<file path="src/rtl/key_entry_collector.sv">
// Push-button entry collector: synchronises key_n, detects single-key presses and packs their one-hot codes for the lock FSM.
// Define DEBOUNCE_EN to add a per-key stability filter of DEBOUNCE_CYCLES ahead of edge detection.
module key_entry_collector #(
    parameter int KEY_NUMBERS     = 4,
    parameter int KEY_WIDTH       = 4,
    parameter int DIGIT_SLOTS     = 6,
    parameter int TIMEOUT_CYCLES  = 250000000,
    parameter int COUNT_WIDTH     = 28,
    parameter int DEBOUNCE_CYCLES = 1000000
) (
    input  logic                             clock,
    input  logic                             reset_n,
    input  logic [KEY_WIDTH-1:0]             key_n,
    input  logic                             enable,
    input  logic                             clear,
    output logic [KEY_WIDTH*DIGIT_SLOTS-1:0] keyValueStore,
    output logic [2:0]                       keyCount,
    output logic                             entryActive,
    output logic                             entryDone,
    output logic                             entryTimeout
);

    localparam int STORE_WIDTH = KEY_WIDTH * DIGIT_SLOTS;
    localparam logic [STORE_WIDTH-1:0] SLOT_MASK =
        (STORE_WIDTH'(1) << (KEY_NUMBERS * KEY_WIDTH)) - STORE_WIDTH'(1);
    localparam logic [COUNT_WIDTH-1:0] TIMEOUT_HIT = COUNT_WIDTH'(TIMEOUT_CYCLES - 2);
    localparam logic [2:0] LAST_COUNT = 3'(KEY_NUMBERS - 1);

    if (KEY_NUMBERS < 1 || KEY_NUMBERS > DIGIT_SLOTS) begin : gBadKeyNumbers
        $error("key_entry_collector: KEY_NUMBERS must lie in 1..DIGIT_SLOTS");
    end
    if (DEBOUNCE_CYCLES < 1 || TIMEOUT_CYCLES < 2) begin : gBadTiming
        $error("key_entry_collector: DEBOUNCE_CYCLES must be >= 1 and TIMEOUT_CYCLES >= 2");
    end

    typedef enum logic [0:0] {IDLE, COLLECT} entryState_t;

    entryState_t            state;
    logic [KEY_WIDTH-1:0]   keySync1, keySync2;
    logic [KEY_WIDTH-1:0]   keyLevel, keyLevelPrev;
    logic [COUNT_WIDTH-1:0] idleTimer;
    logic                   validPress;
    logic [STORE_WIDTH-1:0] storeShifted, storeFirst;

    // NOTE: synchroniser flops reset to all-ones (released) so leaving reset never looks like a press.
    always_ff @(posedge clock or negedge reset_n) begin
        if (!reset_n) begin
            keySync1 <= '1;
            keySync2 <= '1;
        end else begin
            keySync1 <= key_n;
            keySync2 <= keySync1;
        end
    end

`ifdef DEBOUNCE_EN
    localparam int DB_WIDTH = $clog2(DEBOUNCE_CYCLES + 1);

    logic [KEY_WIDTH-1:0][DB_WIDTH-1:0] stableCount;
    logic [KEY_WIDTH-1:0]               keyFiltered;

    // The filtered level follows the raw level only after DEBOUNCE_CYCLES identical samples.
    always_ff @(posedge clock or negedge reset_n) begin
        if (!reset_n) begin
            stableCount <= '0;
            keyFiltered <= '0;
        end else begin
            for (int i = 0; i < KEY_WIDTH; i++) begin
                if (~keySync2[i] == keyFiltered[i]) begin
                    stableCount[i] <= '0;
                end else if (stableCount[i] == DB_WIDTH'(DEBOUNCE_CYCLES - 1)) begin
                    keyFiltered[i] <= ~keySync2[i];
                    stableCount[i] <= '0;
                end else begin
                    stableCount[i] <= stableCount[i] + DB_WIDTH'(1);
                end
            end
        end
    end

    assign keyLevel = keyFiltered;
`else
    assign keyLevel = ~keySync2;
`endif

    always_ff @(posedge clock or negedge reset_n) begin
        if (!reset_n) begin
            keyLevelPrev <= '0;
        end else begin
            keyLevelPrev <= keyLevel;
        end
    end

    // A press counts only when exactly one key rises out of an all-released sample.
    assign validPress   = (keyLevelPrev == '0) && $onehot(keyLevel);
    assign storeShifted = {keyValueStore[STORE_WIDTH-KEY_WIDTH-1:0], keyLevel} & SLOT_MASK;
    assign storeFirst   = STORE_WIDTH'(keyLevel);

    // NOTE: all state uses non-blocking assignments so every branch reads pre-edge values.
    always_ff @(posedge clock or negedge reset_n) begin
        if (!reset_n) begin
            state         <= IDLE;
            keyValueStore <= '0;
            keyCount      <= '0;
            idleTimer     <= '0;
            entryActive   <= 1'b0;
            entryDone     <= 1'b0;
            entryTimeout  <= 1'b0;
        end else begin
            entryDone    <= 1'b0;
            entryTimeout <= 1'b0;
            if (clear) begin
                state         <= IDLE;
                keyValueStore <= '0;
                keyCount      <= '0;
                idleTimer     <= '0;
                entryActive   <= 1'b0;
            end else begin
                case (state)
                    IDLE: begin
                        if (enable && validPress) begin
                            keyValueStore <= storeFirst;
                            keyCount      <= 3'd1;
                            idleTimer     <= '0;
                            if (KEY_NUMBERS == 1) begin
                                entryDone <= 1'b1;
                            end else begin
                                state       <= COLLECT;
                                entryActive <= 1'b1;
                            end
                        end
                    end
                    COLLECT: begin
                        if (!enable) begin
                            state         <= IDLE;
                            keyValueStore <= '0;
                            keyCount      <= '0;
                            idleTimer     <= '0;
                            entryActive   <= 1'b0;
                        end else if (validPress) begin
                            keyValueStore <= storeShifted;
                            keyCount      <= keyCount + 3'd1;
                            idleTimer     <= '0;
                            if (keyCount == LAST_COUNT) begin
                                state       <= IDLE;
                                entryActive <= 1'b0;
                                entryDone   <= 1'b1;
                            end
                        end else if (idleTimer == TIMEOUT_HIT) begin
                            // Fires on the edge where the timer would reach TIMEOUT_CYCLES-1.
                            state         <= IDLE;
                            keyValueStore <= '0;
                            keyCount      <= '0;
                            idleTimer     <= '0;
                            entryActive   <= 1'b0;
                            entryTimeout  <= 1'b1;
                        end else begin
                            idleTimer <= idleTimer + COUNT_WIDTH'(1);
                        end
                    end
                endcase
            end
        end
    end

endmodule
</file>
<file path="config.mk">
export PLATFORM = sky130hd
export DESIGN_NAME = key_entry_collector
export DESIGN_NICKNAME = d
export VERILOG_FILES = /design/src/rtl/key_entry_collector.sv
export SDC_FILE = /design/constraint.sdc
export NUM_CORES = 1
export LEC_CHECK = 0
export BUFFER_PORTS_ARGS = -buffer_cell sky130_fd_sc_hd__buf_4
export CORE_ASPECT_RATIO = 2
export CORE_MARGIN = 2
export CORE_UTILIZATION = 47
export CTS_BUF_LIST = sky130_fd_sc_hd__clkbuf_16
export CTS_CLUSTER_DIAMETER = 80
export DETAILED_ROUTE_END_ITERATION = 12
export PLACE_DENSITY_LB_ADDON = 0.1
export REMOVE_ABC_BUFFERS = 1
export SLEW_MARGIN = 30
export SYNTH_ARGS = -nofsm -noshare
export SYNTH_HDL_FRONTEND = slang
export SYNTH_SLANG_ARGS = --single-unit
</file>
<file path="constraint.sdc">
create_clock -name clock -period 3.85 [get_ports clock]
set_input_delay 1.155 -clock clock [delete_from_list [all_inputs] [get_ports clock]]
set_output_delay 1.155 -clock clock [all_outputs]
set_load 0.005 [all_outputs]
</file>
==> results.py, run 1 <==
metrics = {
    "clocking": {
        "root_buffer": "clkbuf_16",
        "cts_tree": "done",
        "clkLatencyLatePin_ns": 0.33,
        "cts_resized": 0,
        "numCtsBuffers": 9,
        "post_cts_buffers": 0,
        "clkSlewWorstSetupHoldPaths_ns": 0.05,
        "htree_num_levels": 3,
        "clk_path_buf_depth": 2,
        "ctsHoldBuffers": 0,
        "clock-sinks": 63,
    },
    "sta": {
        "setup-tns-final_ns": 0,
        "final_max_slew_viol_count": 0,
        "finalHoldViolCount": 0,
        "relSlewSlack_pct": 46.0,
        "skew_ns": 0.00526,
        "finalCriticalPeriod_ns": 2.92,
        "fmax_mhz": 342,
        "rsz0062_at_grt": "no",
        "finalCritPeriodShare_pct": 76.0,
        "whs_ns": 0.354,
        "setup_viol": 0,
        "tightest_slew_ns": 0.803,
    },
    "grt": {
        "grt_util_all_layers_pct": 22.4,
        "grt_max_degree": 64,
        "grt_pass1_vias": 2595,
        "grt_pass1_wl_mm": 12.9,
        "antenna_found_initial": 0,
        "overflow": 0,
    },
    "route": {
        "antenna_left": 0,
        "viasPerCell": 6.08,
        "wl_per_cell_um": 18.1,
        "dr.pass1.iters": 4,
        "totalWireLength_mm": 7.88,
        "drt-initial-drc-count": 236,
        "via_count": 2649,
        "drc_errors": 0,
    },
    "synthesis": {
        "ys_ff_latch": 63,
        "synth_compound_area_share_pct": 18.0,
        "synth_top_family_by_area": "simple AND/OR/NAND/NOR gates",
        "synth-simple-area-share_pct": 22.6,
        "syn_area_um2": 3230,
        "ys_seq_area_share_pct": 49.1,
        "avgSynthCellArea_um2": 10.2,
        "synth_top_cell_by_area": "dfrtp_1",
        "synth_edf_count": 0,
        "yosys_warnings": 0,
        "synthArstFlopShare_pct": 100,
        "synth_mux_area_share_pct": 0.310,
        "ys.flop_type": "dfrtp_1",
        "yosysMostFrequentCell": "dfrtp_1",
        "synthXorXnorAreaFrac_pct": 0,
        "synthTopCellsByArea": "dfrtp_1 43%, dfstp_2 6.5%, a31oi_1 4.3%, a22o_1 4.1%, nand3_1 3.1%",
        "synth_common_cells": "55 x dfrtp_1, 22 x a31oi_1, 20 x inv_1, 20 x nand3_1, 18 x nand2_1",
        "synth_cell_types": 54,
        "synth-adder-area-share_pct": 2.94,
        "synth_top_area_share_pct": 42.6,
        "synth_cells": 317,
    },
    "power_and_ir_drop": {
        "power_density_nw_per_um2": 386,
        "p_leak_nw": 1.65,
        "finalPower_mw": 1.45,
        "irDropWorstVdd_mv": 0.278,
    },
    "die": {
        "fp.dieH_um": 121,
        "fp.dieW_um": 62.6,
        "die_area_um2": 7590,
        "start_util_pct": 48.8,
        "std_cell_rows": 42,
        "ios": 38,
        "core_area_um2": 6620,
    },
    "cells_and_area": {
        "nFillCells": 616,
        "fin_cells": 436,
        "fin_nets": 358,
        "n_antenna_cell": 0,
        "area_growth_pct": 16.5,
        "drive_above_1_share_pct": 20.4,
    },
    "critical_path": {
        "crit_buf_inv": 2,
        "reg2reg_from": "keySync2[1]",
        "cp_max_fo": 12,
        "path_delay_family": "simple AND/OR/NAND/NOR gates",
        "crit_required_ns": 4.07,
        "critical_path_class": "register to register",
        "cp_data_arrival_time_ns": 3.14,
        "critPathLaunchType": "register",
        "setup.worst_path.start": "keySync2[1]",
        "end_kind": "register",
        "slowest_stage": "dfstp_2",
        "cpMostUsedCell": "ha_1",
        "crit_chain": "fa_1, inv_1, ha_1, ha_1, nor4b_1, buf_4, nand3_1, or3b_2, o31ai_1, a22o_1",
        "max_stage_delay_ns": 0.55,
    },
    "placement": {
        "dp.cells": 419,
        "io_buffers": 29,
        "place_congestion": 0.898,
        "dp_hpwl_mm": 5.43,
    },
    "flow_run": {
        "maxCapViolCount": 0,
    },
    "min_path": {
        "hp-start": "keySync1[1]",
        "hp-class": "register to register",
    },
    "run_status": {
        "status": "finished clean",
    },
}
[placed cells by master, fill, tap and decap left out, types with 4 or more instances in the layout]
master / n
inv_1: 21
dfrtp_1: 55
nor2_1: 8
a31oi_1: 22
nand4_1: 15
o21ai_0: 9
a21oi_1: 5
a41oi_1: 4
conb_1: 8
nand3_1: 20
nor3_1: 7
or4_1: 9
or3_1: 5
and3_1: 9
ha_1: 6
a22o_1: 15
and2_1: 5
clkbuf_16: 9
o2bb2ai_1: 6
buf_4: 35
dfstp_2: 8
nand2_1: 18
[worst register-to-register path: cells and delay by family, from the launching register on]
family / cells / cell delay (ns)
AND/OR/NAND/NOR: 3 / 0.86
adder cells (fa/ha/maj): 3 / 0.78
flip-flops: 1 / 0.55
AO/OA/AOI/OAI: 2 / 0.37
buffers and inverters: 2 / 0.26
[layout make-up]
class | count | area (um2) | share of cell area, %
multi-input combinational | 213 | 1450 | 38.6
clock buffer | 9 | 225 | 5.98
timing repair buffer | 36 | 274 | 7.28
clock inverter | 7 | 41.3 | 1.10
tap | 88 | 110 | 2.93
sequential | 63 | 1590 | 42.2
inverter | 20 | 75.1 | 1.99
[metal layers]
layer  vias up  GRT usage, %  part of all wire, %  wire (um)
met5         -             0                    0          0
met2        77          40.5                   56       4410
met1      1311          23.5                   37       2890
met3        21          4.55                  3.9        306
li1       1240             -                    -          -
met4         0          13.2                  3.6        280
[power breakdown]
part	internal [mW]	leakage, nW	switching (mW)
sequential	0.675	0.843	0.00529
clock	0.428	0.132	0.286
combinational	0.0192	0.675	0.0382
[worst paths after layout]
| kind | end | slack, ns | depth (start not counted) |
|---|---|---|---|
| worst max-delay path | idleTimer[11] | 0.93 | 10 |
| worst min-delay path | keySync2[1] | 0.35 | 0 |
| worst max register to register | idleTimer[11] | 0.93 | 10 |
| worst min register to register | keySync2[1] | 0.35 | 0 |
| max in group asynchronous | keyLevelPrev[3] | 2.41 | 1 |
| min in group asynchronous | idleTimer[15] | 0.89 | 1 |
[cells by family after synthesis]
| logic type | after synthesis |
|---|---|
| AOI/OAI and AO/OA | 78 |
| adders and majority gates | 7 |
| buffers and inverters | 48 |
| DFF | 63 |
| muxes | 1 |
| other | 1 |
| and+or+nand+nor | 119 |
[registers in the layout (all words and copies together), names as in the netlist]
signal and cells:
idleTimer 28, keyValueStore 16, keyLevelPrev 4, keySync1 4, keySync2 4, keyCount 3, entryActive 1, entryDone 1
entryTimeout 1, state 1
[per-stage QoR]
stage | instance area [um2] | worst slack [ns] | utilization [%]
detailed placement | 3490 | 0.902 | 52.6
floorplan | 3110 | 0.788 | -
finish | 3760 | 0.925 | 56.8
CTS | 3750 | 0.880 | 56.7
global route | 3760 | 0.732 | 56.8
global placement | 3490 | 0.941 | 52.6
(Power assumes the default switching activity.)
==> inputs of run 2 (changes only) <==
==> constraint.sdc (replaced) <==
create_clock -name clock -period 2.9 [get_ports clock]
set_input_delay 0.87 -clock clock [delete_from_list [all_inputs] [get_ports clock]]
set_output_delay 0.87 -clock clock [all_outputs]
set_load 0.005 [all_outputs]
==> run 2 against run 1 <==
  * Combinational power is 53% higher
  * Worst setup slack worse by 0.75 ns
  * Clock skew is 0.00057 ns higher
  * Core utilization is 2.3 points higher
  * First-iteration DRC count is 36% lower
  * Critical path depth stayed put
  * Count of clock-buffer cells in the layout stayed put
  * Wire length is 6.0% higher
  * Design area is 4.1% higher
  * Fmax is 7.4% higher
  * Register-to-register slack worse by 0.75 ns
  * Largest cell class unchanged
  * Sequential share of layout area is 1.7 points lower
==> results.py, run 2 (synthesis results as in run 1) <==
metrics = {
    "critical_path": {
        "r2r_slack_ns": 0.18,
        "cp_data_arrival_time_ns": 2.97,
        "cp_max_fo": 10,
        "setup.worst_path.start": "keySync2[0]",
        "max_stage_delay_ns": 0.59,
        "critPathCapture": "idleTimer[20]",
        "r2r-end": "idleTimer[20]",
        "critPathLaunchType": "register",
        "crit_chain": "fa_1, inv_1, ha_1, ha_1, nor4b_2, buf_4, a311oi_2, buf_12, a31oi_1, o21ai_0",
        "critical_path_class": "register to register",
        "cpMostUsedCell": "ha_1",
        "reg2reg_from": "keySync2[0]",
        "end_kind": "register",
        "rr_worst_depth": 10,
        "crit_required_ns": 3.14,
        "slowest_stage": "a311oi_2",
    },
    "die": {
        "fp.dieH_um": 121,
        "die_area_um2": 7590,
        "std_cell_rows": 42,
        "fp.dieW_um": 62.6,
        "ios": 38,
        "start_util_pct": 48.8,
        "core_area_um2": 6620,
    },
    "cells_and_area": {
        "multi_input_area_um2": 1470,
        "reg_top3": "idleTimer (28), keyValueStore (16)",
        "area_growth_pct": 21.3,
        "regMostFlops": "idleTimer",
        "drive_above_1_share_pct": 24.6,
        "largest_reg_flops": 28,
        "regArea_um2": 1590,
        "final_area_um2": 3920,
        "n_antenna_cell": 0,
        "nFillCells": 608,
        "fin_nets": 368,
        "final_common_cell": "dfrtp_1",
        "final_cell_mix": "55 x dfrtp_1, 44 x buf_4, 22 x a31oi_1",
    },
    "route": {
        "totalWireLength_mm": 8.35,
        "via_count": 2713,
        "wl_per_cell_um": 18.7,
        "drt-initial-drc-count": 152,
        "drc_errors": 0,
        "viasPerCell": 6.08,
        "antenna_left": 0,
        "dr.pass1.iters": 5,
    },
    "power_and_ir_drop": {
        "power_density_nw_per_um2": 534,
        "p_leak_nw": 1.72,
        "power_frac_clock_pct": 52.7,
        "seqPwrFrac_pct": 43.1,
        "power_frac_comb_pct": 4.2,
        "intPower_mw": 1.60,
        "irDropWorstVdd_mv": 0.509,
        "p_switching_mw": 0.490,
        "swShare_pct": 23.4,
    },
    "grt": {
        "overflow": 0,
        "grt_pass1_wl_mm": 13.7,
        "antenna_found_initial": 0,
        "grt_pass1_vias": 2741,
        "grt_util_all_layers_pct": 23.8,
        "grt_max_degree": 64,
    },
    "placement": {
        "io_buffers": 29,
        "placed_cell_area_um2": 3590,
        "dp_hpwl_mm": 5.94,
        "place_ws_ns": 0.0485,
        "place_congestion": 0.892,
    },
    "sta": {
        "setup-tns-final_ns": 0,
        "whs_ns": 0.356,
        "tightest_slew_ns": 0.838,
        "setup_viol": 0,
        "fmax_mhz": 367,
        "setup_ws_ns": 0.177,
        "finalHoldViolCount": 0,
        "relSlewSlack_pct": 43.6,
        "finalCritPeriodShare_pct": 93.9,
        "final_max_slew_viol_count": 0,
        "skew_ns": 0.00583,
        "finalCriticalPeriod_ns": 2.72,
        "rsz0062_at_grt": "no",
    },
    "flow_run": {
        "maxCapViolCount": 0,
    },
    "min_path": {
        "hp-class": "register to register",
        "hp-start": "keySync1[2]",
    },
    "clocking": {
        "cts_tree": "done",
        "clock-sinks": 63,
        "clkSlewWorstSetupHoldPaths_ns": 0.06,
        "clk_path_buf_depth": 2,
        "numCtsBuffers": 9,
        "htree_num_levels": 3,
        "clkLatencyLatePin_ns": 0.34,
        "root_buffer": "clkbuf_16",
    },
    "run_status": {
        "status": "finished clean",
    },
}
-- run 2: changes by cell type in the layout (fill, tap and decap cells not counted), moves of 2 or more --
| cell | previous run | this run |
|---|---|---|
| buf_4 | 35 | 44 |
| inv_6 | 0 | 2 |
| clkinv_1 | 2 | 0 |
| buf_12 | 0 | 2 |
-- run 2: metal layers --
metal	up-vias	GRT usage, %	part of all wire (%)
li1	1259	-	-
met1	1338	24.2	36
met2	86	42.9	55
met3	30	6.22	3.9
met4	0	14.2	4.5
met5	-	0	0
-- run 2: worst min path at each step --
stage / endpoint / slack, ns / depth (start not counted)
after floorplan: keySync2[0] / 0.35 / 0
after global placement: keySync2[2] / 0.35 / 0
after detailed placement: keySync2[2] / 0.35 / 0
after CTS: keySync2[2] / 0.36 / 0
after global routing: keySync2[2] / 0.36 / 0
final: keySync2[2] / 0.36 / 0
-- run 2: power by group through the flow --
stage                     logic, mW  clock network (mW)  registers (mW)
after global routing         0.0988                1.16           0.903
final                        0.0879                1.10           0.902
after global placement       0.0851                   0           0.917
after detailed placement     0.0858                   0           0.918
after CTS                    0.0858                1.11           0.902
after floorplan              0.0326                   0           0.915
-- run 2: what timing repair did --
action	CTS	global route
endpoints found under the setup margin	0	10
buffers inserted	0	1
hold buffers	0	0
gates resized for setup	0	5
-- run 2: critical path: cells and delay by family (launching register included) --
| kind | cells | cell delay [ns] |
|---|---|---|
| simple gates | 1 | 0.05 |
| buf+inv | 3 | 0.39 |
| compound gates | 3 | 0.83 |
| fa+ha+maj | 3 | 0.98 |
| flops | 1 | 0.38 |
-- run 2: final cells by class --
| type | count | share of cell area [%] |
|---|---|---|
| clock buffers | 9 | 5.75 |
| clock inverters | 7 | 2.04 |
| inverters | 20 | 1.92 |
| multi-input cells | 213 | 37.5 |
| flip-flops and latches | 63 | 40.5 |
| well taps | 88 | 2.81 |
| repair buffers | 46 | 9.45 |
-- run 2: metrics by stage --
step / power, mW / instances / utilization (%)
4_1_cts: 2.10 / 445 / 58.8
2_1_floorplan: 0.948 / 296 / -
6_report: 2.09 / 446 / 59.2
3_5_place_dp: 1.00 / 429 / 54.2
3_3_place_gp: 1.00 / 429 / 54.2
5_1_grt: 2.16 / 446 / 59.2
==> inputs of run 3 (changes only) <==
--- a/config.mk
+++ b/config.mk
@@ -12,6 +12,7 @@
 export CTS_BUF_LIST = sky130_fd_sc_hd__clkbuf_16
 export CTS_CLUSTER_DIAMETER = 80
 export DETAILED_ROUTE_END_ITERATION = 12
+export MAX_ROUTING_LAYER = met4
 export PLACE_DENSITY_LB_ADDON = 0.1
 export REMOVE_ABC_BUFFERS = 1
 export SLEW_MARGIN = 30
==> run 3 against run 2 <==
  * Wire length about the same
  * Global-route usage increased by 0.66 points
  * Total power is 0.25% higher
  * Flip-flop and latch count is the same
==> results.py, run 3 (synthesis results as in run 1) <==
metrics = {
    "cells_and_area": {
        "largest_reg_flops": 28,
        "final_cell_mix": "55 x dfrtp_1, 44 x buf_4, 22 x a31oi_1",
        "final_area_um2": 3920,
        "fin_nets": 368,
        "area_growth_pct": 21.3,
        "final_common_cell": "dfrtp_1",
        "fin_cells": 446,
        "regMostFlops": "idleTimer",
        "drive_above_1_share_pct": 24.6,
        "n_antenna_cell": 0,
        "reg_top3": "idleTimer (28), keyValueStore (16)",
    },
    "grt": {
        "grt_pass1_vias": 2760,
        "grt_max_degree": 64,
        "overflow": 0,
        "grt_util_all_layers_pct": 24.4,
        "grt_pass1_wl_mm": 13.7,
        "antenna_found_initial": 0,
    },
    "critical_path": {
        "critPathLaunchType": "register",
        "crit_required_ns": 3.14,
        "critPathCapture": "idleTimer[20]",
        "max_stage_delay_ns": 0.59,
        "r2r-end": "idleTimer[20]",
        "end_kind": "register",
        "slowest_stage": "a311oi_2",
        "crit_chain": "fa_1, inv_1, ha_1, ha_1, nor4b_2, buf_4, a311oi_2, buf_12, a31oi_1, o21ai_0",
        "rr_worst_depth": 10,
        "r2r_slack_ns": 0.17,
        "cp_data_arrival_time_ns": 2.97,
        "setup.worst_path.start": "keySync2[0]",
        "cpMostUsedCell": "ha_1",
        "critical_path_class": "register to register",
        "reg2reg_from": "keySync2[0]",
        "cp_max_fo": 10,
    },
    "clocking": {
        "root_buffer": "clkbuf_16",
        "clkSlewWorstSetupHoldPaths_ns": 0.06,
        "htree_num_levels": 3,
        "numCtsBuffers": 9,
        "clock-sinks": 63,
        "clk_path_buf_depth": 2,
        "clkLatencyLatePin_ns": 0.34,
        "ctsHoldBuffers": 0,
        "cts_tree": "done",
    },
    "power_and_ir_drop": {
        "power_density_nw_per_um2": 535,
        "power_frac_clock_pct": 52.8,
        "intPower_mw": 1.60,
        "p_switching_mw": 0.495,
        "power_frac_comb_pct": 4.2,
        "p_leak_nw": 1.72,
        "irDropWorstVdd_mv": 0.508,
        "seqPwrFrac_pct": 43.0,
        "swShare_pct": 23.6,
    },
    "min_path": {
        "hp-class": "register to register",
    },
    "route": {
        "viasPerCell": 6.06,
        "dr.pass1.iters": 4,
        "antenna_left": 0,
        "wl_per_cell_um": 18.7,
        "totalWireLength_mm": 8.36,
        "drc_errors": 0,
        "via_count": 2703,
        "drt-initial-drc-count": 186,
    },
    "sta": {
        "finalCritPeriodShare_pct": 94.0,
        "relSlewSlack_pct": 43.3,
        "finalCriticalPeriod_ns": 2.73,
        "skew_ns": 0.00821,
        "setup_ws_ns": 0.175,
        "finalHoldViolCount": 0,
        "fmax_mhz": 367,
        "final_max_slew_viol_count": 0,
        "setup_viol": 0,
        "tightest_slew_ns": 0.842,
        "rsz0062_at_grt": "no",
    },
    "flow_run": {
        "maxCapViolCount": 0,
    },
    "die": {
        "core_area_um2": 6620,
        "std_cell_rows": 42,
        "fp.dieW_um": 62.6,
        "die_area_um2": 7590,
        "ios": 38,
        "start_util_pct": 48.8,
        "fp.dieH_um": 121,
    },
    "run_status": {
        "status": "finished clean",
    },
    "placement": {
        "io_buffers": 29,
        "dp_hpwl_mm": 5.94,
        "place_congestion": 0.907,
        "dp.cells": 429,
        "place_ws_ns": 0.0485,
        "placed_cell_area_um2": 3590,
    },
}
run 3: cell counts in the layout (fill, tap and decap cells not counted):
No cell type changed its count.
run 3: critical path: cells and delay by family (launching register included):
| family | cells | cell delay (ns) |
|---|---|---|
| adder cells (fa/ha/maj) | 3 | 0.98 |
| AO/OA/AOI/OAI | 3 | 0.83 |
| buffers and inverters | 3 | 0.39 |
| flip-flops | 1 | 0.38 |
| AND/OR/NAND/NOR | 1 | 0.05 |
run 3: power groups by stage:
stage / registers, mW / logic [mW] / clock network (mW)
after floorplan: 0.915 / 0.0326 / 0
after global placement: 0.917 / 0.0851 / 0
after detailed placement: 0.918 / 0.0858 / 0
after CTS: 0.902 / 0.0858 / 1.11
after global routing: 0.903 / 0.0989 / 1.16
final: 0.902 / 0.0881 / 1.11
run 3: area by class of cell:
| class | count | area, um2 |
|---|---|---|
| multi-input combinational | 213 | 1470 |
| fill | 608 | 2700 |
| sequential | 63 | 1590 |
| clock inverter | 7 | 80.1 |
| timing repair buffer | 46 | 370 |
| tap | 88 | 110 |
| inverter | 20 | 75.1 |
| clock buffer | 9 | 225 |
run 3: timing repair:
action,in CTS,in global routing
gates resized for setup,0,5
buffers inserted,0,1
endpoints found under the setup margin,0,11
run 3: routing by layer:
| layer | vias up | track usage (%) | routed length [um] |
|---|---|---|---|
| met4 | 0 | 15.8 | 321 |
| met2 | 78 | 43.0 | 4700 |
| met1 | 1340 | 23.9 | 3010 |
| met5 | - | - | 0 |
| li1 | 1257 | - | - |
| met3 | 28 | 5.38 | 324 |
run 3: per-stage QoR:
step | setup TNS [ns] | power (mW) | hold slack, ns | utilization (%)
after floorplan | -0.961 | 0.948 | 0.345 | -
after detailed placement | 0 | 1.00 | 0.347 | 54.2
after global placement | 0 | 1.00 | 0.349 | 54.2
after CTS | 0 | 2.10 | 0.356 | 58.8
final | 0 | 2.10 | 0.355 | 59.2
after global routing | 0 | 2.16 | 0.359 | 59.2
run 3: how the worst min path moves through the flow:
stage                      from          end  cells past startpoint
finish              keySync1[2]  keySync2[2]                      0
global route        keySync1[2]  keySync2[2]                      0
CTS                 keySync1[2]  keySync2[2]                      0
detailed placement  keySync1[2]  keySync2[2]                      0
global placement    keySync1[2]  keySync2[2]                      0
floorplan           keySync1[0]  keySync2[0]                      0
